File: config.mk
export PLATFORM = sky130hd
export DESIGN_NAME = eq_match_monitor_flat
export DESIGN_NICKNAME = d
export VERILOG_FILES = /design/src/rtl/eq_mon_pkg.sv /design/src/rtl/eq_match_monitor_if.sv /design/src/rtl/eq_match_monitor_cmp.sv /design/src/rtl/eq_match_monitor.sv /design/src/flat_wrapper.sv
export SDC_FILE = /design/constraint.sdc
export NUM_CORES = 1
export LEC_CHECK = 0
export ABC_AREA = 1
export CORE_MARGIN = 1.5
export CORE_UTILIZATION = 49
export CTS_BUF_LIST = sky130_fd_sc_hd__clkbuf_4
export CTS_CLUSTER_SIZE = 25
export DETAILED_ROUTE_END_ITERATION = 10
export PLACE_DENSITY = 0.81
export SLEW_MARGIN = 40
export SYNTH_ARGS = -nofsm -noshare
export SYNTH_HDL_FRONTEND = slang
export SYNTH_SLANG_ARGS = --single-unit
File: constraint.sdc
create_clock -name clk -period 1.6 [get_ports clk]
set_input_delay 0.4 -clock clk [delete_from_list [all_inputs] [get_ports clk]]
set_output_delay 0.4 -clock clk [all_outputs]
set_load 0.005 [all_outputs]
File: src/rtl/eq_mon_pkg.sv
// Shared definitions for the equality match monitor.
//   state_t : 2-bit FSM encoding (IDLE / SEARCH / LOCKED)
//   sat_inc : saturating increment of a counter of a given bit width
package eq_mon_pkg;

  typedef enum logic [1:0] {
    ST_IDLE   = 2'd0,
    ST_SEARCH = 2'd1,
    ST_LOCKED = 2'd2
  } state_t;

  // Increment val, but never past the all-ones value of a width-bit counter.
  // Callers zero-extend their counter to 32 bits and size-cast the result back.
  function automatic logic [31:0] sat_inc(input logic [31:0] val, input int width);
    logic [31:0] max_val;
    max_val = (width >= 32) ? 32'hFFFF_FFFF : ((32'd1 << width) - 32'd1);
    return (val >= max_val) ? max_val : val + 32'd1;
  endfunction

endpackage

File: src/rtl/eq_match_monitor_if.sv
// Bus bundle for eq_match_monitor.
//   Inputs to the monitor : clr, in_valid, a, b
//   Outputs from monitor  : aeqb_q, out_valid, run_len, match_total,
//                           sample_total, locked, lost, dbg_state
// Handshake: there is no backpressure. Every cycle with in_valid=1 and clr=0
// is an accepted sample; out_valid pulses for exactly one cycle one clock
// later with aeqb_q and the counters already updated. clr wins over in_valid.
interface eq_match_monitor_if #(
  parameter int W     = 2,
  parameter int CNT_W = 8
) ();
  import eq_mon_pkg::*;

  logic             clr;
  logic             in_valid;
  logic [W-1:0]     a;
  logic [W-1:0]     b;
  logic             aeqb_q;
  logic             out_valid;
  logic [CNT_W-1:0] run_len;
  logic [CNT_W-1:0] match_total;
  logic [CNT_W-1:0] sample_total;
  logic             locked;
  logic             lost;
  state_t           dbg_state;

  modport master (
    output clr, in_valid, a, b,
    input  aeqb_q, out_valid, run_len, match_total, sample_total, locked, lost, dbg_state
  );

  modport slave (
    input  clr, in_valid, a, b,
    output aeqb_q, out_valid, run_len, match_total, sample_total, locked, lost, dbg_state
  );
endinterface

File: src/rtl/eq_match_monitor_cmp.sv
// Pure combinational W-bit equality comparator.
//   i_a, i_b : operands
//   o_aeqb   : 1 when i_a == i_b
module eq_cmp #(
  parameter int W = 2
) (
  input  logic [W-1:0] i_a,
  input  logic [W-1:0] i_b,
  output logic         o_aeqb
);
  assign o_aeqb = (i_a == i_b);
endmodule

File: src/rtl/eq_match_monitor.sv
// Registered match monitor: compares accepted a/b samples, counts samples,
// matches and the current run of consecutive matches (all saturating), and
// declares lock after LOCK_CNT consecutive matches.
//   clk     : rising-edge clock
//   reset_n : asynchronous active-low reset
//   bus     : eq_match_monitor_if slave (see interface for signal list)
module eq_match_monitor
  import eq_mon_pkg::*;
#(
  parameter int W        = 2,
  parameter int LOCK_CNT = 4,
  parameter int CNT_W    = 8
) (
  input logic               clk,
  input logic               reset_n,
  eq_match_monitor_if.slave bus
);

  localparam logic [31:0] LOCK_U = LOCK_CNT;

  state_t           r_state;
  state_t           w_state_nxt;
  logic             w_eq;
  logic             w_accept;
  logic             w_lock_hit;
  logic             w_lost_nxt;
  logic [CNT_W-1:0] w_run_inc;
  logic [CNT_W-1:0] w_match_inc;
  logic [CNT_W-1:0] w_sample_inc;
  logic [CNT_W-1:0] r_run;
  logic [CNT_W-1:0] r_match;
  logic [CNT_W-1:0] r_sample;
  logic             r_aeqb;
  logic             r_out_valid;
  logic             r_lost;

  eq_cmp #(.W(W)) u_cmp (
    .i_a    (bus.a),
    .i_b    (bus.b),
    .o_aeqb (w_eq)
  );

  assign w_accept     = bus.in_valid & ~bus.clr;
  assign w_run_inc    = CNT_W'(sat_inc(32'(r_run), CNT_W));
  assign w_match_inc  = CNT_W'(sat_inc(32'(r_match), CNT_W));
  assign w_sample_inc = CNT_W'(sat_inc(32'(r_sample), CNT_W));

  // ">=" rather than "==" so a saturated run still qualifies for lock.
  assign w_lock_hit = w_eq && (32'(w_run_inc) >= LOCK_U);

  // FSM state register
  always_ff @(posedge clk or negedge reset_n) begin
    if (!reset_n) r_state <= ST_IDLE;
    else          r_state <= w_state_nxt;
  end

  // FSM next-state and loss detection
  always_comb begin
    w_state_nxt = r_state;
    w_lost_nxt  = 1'b0;
    if (bus.clr) begin
      w_state_nxt = ST_IDLE;
    end else if (w_accept) begin
      case (r_state)
        ST_IDLE, ST_SEARCH: w_state_nxt = w_lock_hit ? ST_LOCKED : ST_SEARCH;
        ST_LOCKED: begin
          if (!w_eq) begin
            w_state_nxt = ST_SEARCH;
            w_lost_nxt  = 1'b1;
          end
        end
        default: w_state_nxt = ST_IDLE;
      endcase
    end
  end

  // Result and statistics registers
  always_ff @(posedge clk or negedge reset_n) begin
    if (!reset_n) begin
      r_aeqb      <= 1'b0;
      r_out_valid <= 1'b0;
      r_lost      <= 1'b0;
      r_run       <= '0;
      r_match     <= '0;
      r_sample    <= '0;
    end else if (bus.clr) begin
      r_aeqb      <= 1'b0;
      r_out_valid <= 1'b0;
      r_lost      <= 1'b0;
      r_run       <= '0;
      r_match     <= '0;
      r_sample    <= '0;
    end else begin
      r_out_valid <= w_accept;
      r_lost      <= w_lost_nxt;
      if (w_accept) begin
        r_aeqb   <= w_eq;
        r_sample <= w_sample_inc;
        if (w_eq) begin
          r_match <= w_match_inc;
          r_run   <= w_run_inc;
        end else begin
          r_run   <= '0;
        end
      end
    end
  end

  assign bus.aeqb_q       = r_aeqb;
  assign bus.out_valid    = r_out_valid;
  assign bus.run_len      = r_run;
  assign bus.match_total  = r_match;
  assign bus.sample_total = r_sample;
  assign bus.locked       = (r_state == ST_LOCKED);
  assign bus.lost         = r_lost;
  assign bus.dbg_state    = r_state;

endmodule

File: src/flat_wrapper.sv
// flat-port wrapper written by rule: the top's interface ports become plain ports
module eq_match_monitor_flat import eq_mon_pkg::*;
#(
  parameter int W        = 2,
  parameter int LOCK_CNT = 4,
  parameter int CNT_W    = 8
)
  (clk, reset_n, bus_clr, bus_in_valid, bus_a, bus_b, bus_aeqb_q, bus_out_valid, bus_run_len, bus_match_total, bus_sample_total, bus_locked, bus_lost, bus_dbg_state);
  eq_match_monitor_if #(.W(W), .CNT_W(CNT_W)) bus_i ();
  input logic clk;
  input logic reset_n;
  input wire logic [$bits(bus_i.clr)-1:0] bus_clr;
  input wire logic [$bits(bus_i.in_valid)-1:0] bus_in_valid;
  input wire logic [$bits(bus_i.a)-1:0] bus_a;
  input wire logic [$bits(bus_i.b)-1:0] bus_b;
  output wire logic [$bits(bus_i.aeqb_q)-1:0] bus_aeqb_q;
  output wire logic [$bits(bus_i.out_valid)-1:0] bus_out_valid;
  output wire logic [$bits(bus_i.run_len)-1:0] bus_run_len;
  output wire logic [$bits(bus_i.match_total)-1:0] bus_match_total;
  output wire logic [$bits(bus_i.sample_total)-1:0] bus_sample_total;
  output wire logic [$bits(bus_i.locked)-1:0] bus_locked;
  output wire logic [$bits(bus_i.lost)-1:0] bus_lost;
  output wire logic [$bits(bus_i.dbg_state)-1:0] bus_dbg_state;
  assign bus_i.clr = bus_clr;
  assign bus_i.in_valid = bus_in_valid;
  assign bus_i.a = bus_a;
  assign bus_i.b = bus_b;
  assign bus_aeqb_q = bus_i.aeqb_q;
  assign bus_out_valid = bus_i.out_valid;
  assign bus_run_len = bus_i.run_len;
  assign bus_match_total = bus_i.match_total;
  assign bus_sample_total = bus_i.sample_total;
  assign bus_locked = bus_i.locked;
  assign bus_lost = bus_i.lost;
  assign bus_dbg_state = bus_i.dbg_state;
  eq_match_monitor #(.W(W), .LOCK_CNT(LOCK_CNT), .CNT_W(CNT_W)) u_core (.clk(clk), .reset_n(reset_n), .bus(bus_i));
endmodule
**After elaboration in Yosys (flattened, before gate mapping)**

Cells that the tools add are included.

- Input bits: 8
- Word-level logic and storage cells: 50
- Register bits after elaboration: 29
- Output and inout bits: 30

- $add $sub $neg: 3
- Reduce and logical (&&, ||, !) cells: 7
- Bitwise gates (word level): 2
- Magnitude comparators: 4
- Equality and inequality tests: 4
- Multiplexer cells: 23

Operator list:

| operator | number |
|---|---|
| two-way mux 8 bit | 11 |
| adder 8 x 1 -> 8 bit, second input constant | 3 |
| greater-or-equal comparator 8 bit, second input constant | 3 |
| greater-or-equal comparator 8 x 3 -> 1 bit, second input constant | 1 |
| two-way mux 2 bit | 4 |
| two-way mux 1 bit | 7 |
| one-hot mux 2 bit (2 select lines) | 1 |
| AND reduction 2 bit | 2 |
| nonzero test 2 bit | 2 |
| inequality test 3 bit, second input constant | 1 |
| == test 2 x 1 -> 1 bit, second input constant | 1 |
| == test 2 bit | 1 |
| == test 2 bit, second input constant | 1 |
| logical NOT 2 bit | 1 |
| OR reduction 2 bit | 1 |
| bitwise AND 1 bit | 1 |
| logical AND 1 bit | 1 |
| NOT 1 bit | 1 |

**Logic depth before layout (Yosys ltp)**

- Word-level depth: 8
- Mapped depth: 10
- Gate-level depth less buffers: 10

**Hierarchy**

From an unflattened synthesis, not the netlist that was laid out.

- Cells, all modules: 224
- Area, all modules: 1,644.1 µm²

By module, submodules not included:

| module | seq. area each (µm²) | instances | cells each | area each (µm²) |
|---|---|---|---|---|
| eq_match_monitor | 725.7 | 1 | 213 | 1,602.8 |
| eq_cmp | 0.0 | 1 | 11 | 41.3 |

**Worst setup path after synthesis**

Ideal clock, no wire load.

- Kind: register -> register
- Start: register u_core.r_run[0], in the netlist u_core.bus.run_len[0]
- End: register u_core.r_state[1], in the netlist u_core.bus.dbg_state[1]
- Required time: 1.483 ns
- Library setup time: 0.117 ns
- Data arrival time: 1.243 ns
- Slack: 0.239 ns
- Stages on the path, launching flop included: 9
- Path buffers: 0
- Clock period less this slack: 1.361 ns
- Cells stage by stage: dfrtp_1 ha_1 or2_1 nand2_1 nand3_1 nor2_1 nand3_1 nand3_1 nand2_1

- Longest elaborated chain between the ends: 8
- Elaborated cells between the ends (all ways): 9
- Classes of those cells: add/sub: 1; order compare: 2; mux: 5; reduce/logical: 1

RTL lines:

| element | line | text |
|---|---|---|
| start: declaration | eq_match_monitor.sv:30 | `logic [CNT_W-1:0] r_run;` |
| start signal: assignment | eq_match_monitor.sv:101 | `r_run <= w_run_inc;` |
| adder 8 x 1 -> 8 bit / greater-or-equal comparator 8 bit (equally long branches) | eq_mon_pkg.sv:17 | `return (val >= max_val) ? max_val : val + 32'd1;` |
| two-way mux 8 bit * | eq_mon_pkg.sv:17 |  |
| greater-or-equal comparator 8 x 3 -> 1 bit * | eq_match_monitor.sv:49 | `assign w_lock_hit = w_eq && (32'(w_run_inc) >= LOCK_U);` |
| logical AND 1 bit * | eq_match_monitor.sv:49 |  |
| two-way mux 2 bit * | eq_match_monitor.sv:65 | `ST_IDLE, ST_SEARCH: w_state_nxt = w_lock_hit ? ST_LOCKED : ST_SEARCH;` |
| one-hot mux 2 bit (2 select lines) * | eq_match_monitor.sv:64 | `case (r_state)` |
| two-way mux 2 bit * | eq_match_monitor.sv:63 | `end else if (w_accept) begin` |
| two-way mux 2 bit * | eq_match_monitor.sv:61 | `if (bus.clr) begin` |
| end signal: assignment | eq_match_monitor.sv:54 | `else r_state <= w_state_nxt;` |
| end: declaration | eq_match_monitor.sv:21 | `state_t r_state;` |

Every way passes the cells marked *; elsewhere a longest branch is shown, timed or not. The select of a mux whose other input is x is not followed.
A chain may end at the register's enable or synchronous reset.

**Final worst setup path**

- Start: register u_core.r_run[1], in the netlist u_core.bus.run_len[1]
- End: register u_core.r_state[0], in the netlist u_core.bus.dbg_state[0]

Same word-level chain as after synthesis.

==> metrics.csv <==
stage;metric;value;unit
synthesis;post-synth cell types;22;
worst_setup_path;crit path kind;flop to flop;
synthesis;Synth Area in Simple Gates;27.35;%
power;Clk network pwr share;32.4;%
power;Gate power share;11.3;%
timing;Final Setup Violations;2;
timing;hold slack;0.4391;ns
global_routing;initial antenna violation count;0;
power;Internal Dissipation;982.2;uW
synthesis;Post-Syn Area;0.001597;mm^2
clock_network;clk buf depth;2;
clock_network;# hold bufs at CTS;0;
die;Die Area;0.003610;mm^2
placement;PortBufs;37;
synthesis;Post-Synth XOR/XNOR Area;1.646;%
synthesis;sequential fraction of the synthesis area;45.45;%
timing;RSZ-0062 raised after global routing;true;
power;NetSw;357.0;uW
clock_network;clk sink count;29;
power;Worst VDD drop;509.5;uV
layout;share of cells above drive strength 1;23.41;%
die;row cnt;20;
synthesis;Seq cells post-synth;29;
synthesis;synth top area cells;dfrtp_1 45%, nand2_1 12%, o21ai_0 9.4%, inv_1 7.3%, nand3_1 5.3%;
die;I/O pin cnt;38;
worst_setup_path;critical path peak fanout;4;
die;die width;60.08;um
timing;maximum clock rate;0.6183;GHz
power;Reg power frac;56.4;%
layout;area delta synth->final;53.37;%
routing;drt wl/cell;13.22;um
layout;n_diodes;0;
power;pwr dens;546.9;mW/mm^2
power;Power Total;1339;uW
timing;final setup margin;-0.01727;ns
synthesis;largest family of logic cells by synthesized area;simple AND/OR/NAND/NOR gates;
worst_setup_path;CP startpoint kind;flop;
synthesis;adder-cell share of the synthesized area;2.351;%
global_routing;Congestion Overflow GR;0;
timing;fin crit share;101.1;%
layout;final std cell area, no fill;0.002449;mm^2
flow_run;MaxCap Viol Count;0;
synthesis;top-area cell type share of the netlist area;45.45;%
routing;Residual DRC;0;
synthesis;Mapped Nets;225;
die;die height;60.08;um
die;Core Area;0.003078;mm^2
global_routing;first-pass GRT wire length;6872;um
status;failing checks;setup timing;
die;Initial Util;51.87;%
power;P_leak;0.001496;uW
timing;Slew headroom;75.77;%
routing;First-pass DRT Iterations;4;
routing;Via Count;1792;
clock_network;insertion delay to the later sink of the worst-skew pair;0.33;ns
min_path;worst min path class;input port to asynchronous set/reset pin;
global_routing;largest net degree at the start of global routing;30;
timing;Slew @ Worst Pin;0.3635;ns
synthesis;Yosys top cell by area;dfrtp_1;
layout;nets@finish;309;
clock_network;Clk Tree Root Cell;clkbuf_4;
timing;skew final;0.01928;ns
timing;max-slew violation count;0;
layout;Finished Core Util;79.55;%
global_routing;gr usage total;25.76;%
status;outcome;complete, but fails checks;
placement;placed instance area;0.002082;mm^2
clock_network;# H-tree levels;2;
layout;commonest non-fill, non-tap cell in the layout;nand2_1;
placement;post-DP HPWL;2693;um
worst_setup_path;Setup crit end kind;flop;
worst_setup_path;Critical Path RT;1.86;ns
layout;most frequent cells in the layout;49 x nand2_1, 39 x buf_4, 31 x inv_1;
routing;remaining antenna violation count;0;
worst_setup_path;CP arrival;1.88;ns
synthesis;multiplexer share of the synthesized area;0;%
routing;DRT Wirelength;4534;um
clock_network;Num CTS Buffers;5;
synthesis;Syn Inst Count;214;
placement;RePlAce Congestion;0.9129;
clock_network;Clock transition at path regs;0.11;ns
synthesis;Mean Syn Cell Area;7.460;um^2
synthesis;Compound-Gate Fraction of Synth Area;15.67;%
clock_network;TritonCTS clock tree;yes;
timing;final hold violation count;0;
routing;initial DRC count;177;
power;Net Sw Frac;26.66;%
timing;Min Clock Period, post-route;1.617;ns
synthesis;Synth Warn #;0;
global_routing;number of global-route vias before repair;1607;
routing;Vias/cell;5.224;
## worst paths after layout
kind / startpoint / to / slack [ns] / cells past startpoint
setup / recovery: u_core.bus.run_len[1] / u_core.bus.dbg_state[0] / -0.02 / 10
hold / removal: reset_n / u_core.bus.run_len[5] / 0.44 / 2
setup reg to reg: u_core.bus.run_len[1] / u_core.bus.dbg_state[0] / -0.02 / 10
hold reg to reg: u_core.bus.aeqb_q / u_core.bus.aeqb_q / 0.51 / 2
max in group asynchronous: reset_n / u_core.bus.run_len[2] / 0.84 / 2
min in group clk: u_core.bus.aeqb_q / u_core.bus.aeqb_q / 0.51 / 2
## repair_timing
action / 4_1_cts / 5_1_grt
setup buffers: 25 / 8
setup endpoints to repair: 28 / 23
endpoints found under the hold margin: 0 / 0
pin swaps: 1 / 7
resized for setup: 19 / 30
## routing by layer
layer | part of all wire [%] | GRT usage [%]
met5 | 0 | 0
met4 | 1.2 | 9.206
met3 | 6.5 | 7.143
met2 | 49 | 41.15
met1 | 43 | 33.38
## worst max-delay path: stages (launching register included)
cell,delay (ns)
dfrtp_1,0.41
buf_6,0.13
ha_4,0.17
or2_1,0.25
nand2_1,0.08
nand3_1,0.07
nor2_1,0.14
nand3_2,0.12
nand2_2,0.09
nand2_1,0.04
nand2_1,0.05
## sequential cells by signal, indices dropped and copies added, names as in the netlist
signal and flops:
u_core.bus.run_len 8, u_core.bus.match_total 8, u_core.bus.aeqb_q 1, u_core.bus.lost 1, u_core.bus.dbg_state 2, u_core.bus.out_valid 1, u_core.bus.sample_total 8
## synth_stat cells, drive strengths merged
master and instances:
dfrtp 29, a21oi 8, nand3 17, xor2 3
nand4 5, nor2 19, ha 3, o31ai 3
nand2 54, o21ai 31, or2 3, o22ai 3
inv 32, a31oi 1, o21bai 1, nor3 2
## cell families after synthesis
group | count (synthesis)
fa+ha+maj | 3
compound gates | 47
flops | 29
simple gates | 100
xor+xnor | 3
buf+inv | 32
## metrics by stage
| stage | setup TNS, ns | cells | setup slack (ns) |
|---|---|---|---|
| after global routing | -0.1450 | 343 | -0.07249 |
| final | -0.03084 | 343 | -0.01727 |
| after CTS | -0.01129 | 336 | -0.006909 |
| after floorplan | 0 | 214 | 0.2392 |
| after global placement | -1.398 | 303 | -0.1229 |
| after detailed placement | -2.127 | 303 | -0.1775 |
## area by class of cell
class	instances	area, um^2
clock inverter	3	17.52
inverter	32	120.1
clock buffer	5	37.54
multi-input combinational	153	798.3
tap	44	55.05
sequential	29	729.5
timing repair buffer	77	690.7
fill	214	629.4
## power groups by stage
stage                     Sequential [uW]  Combinational (uW)  Clock, uW
after floorplan                       772                45.8          0
after global placement                772                 130          0
after detailed placement              772                 133          0
after CTS                             753                 147        438
after global routing                  756                 169        470
final                                 755                 151        433
Power figures use the tool's default switching activity.
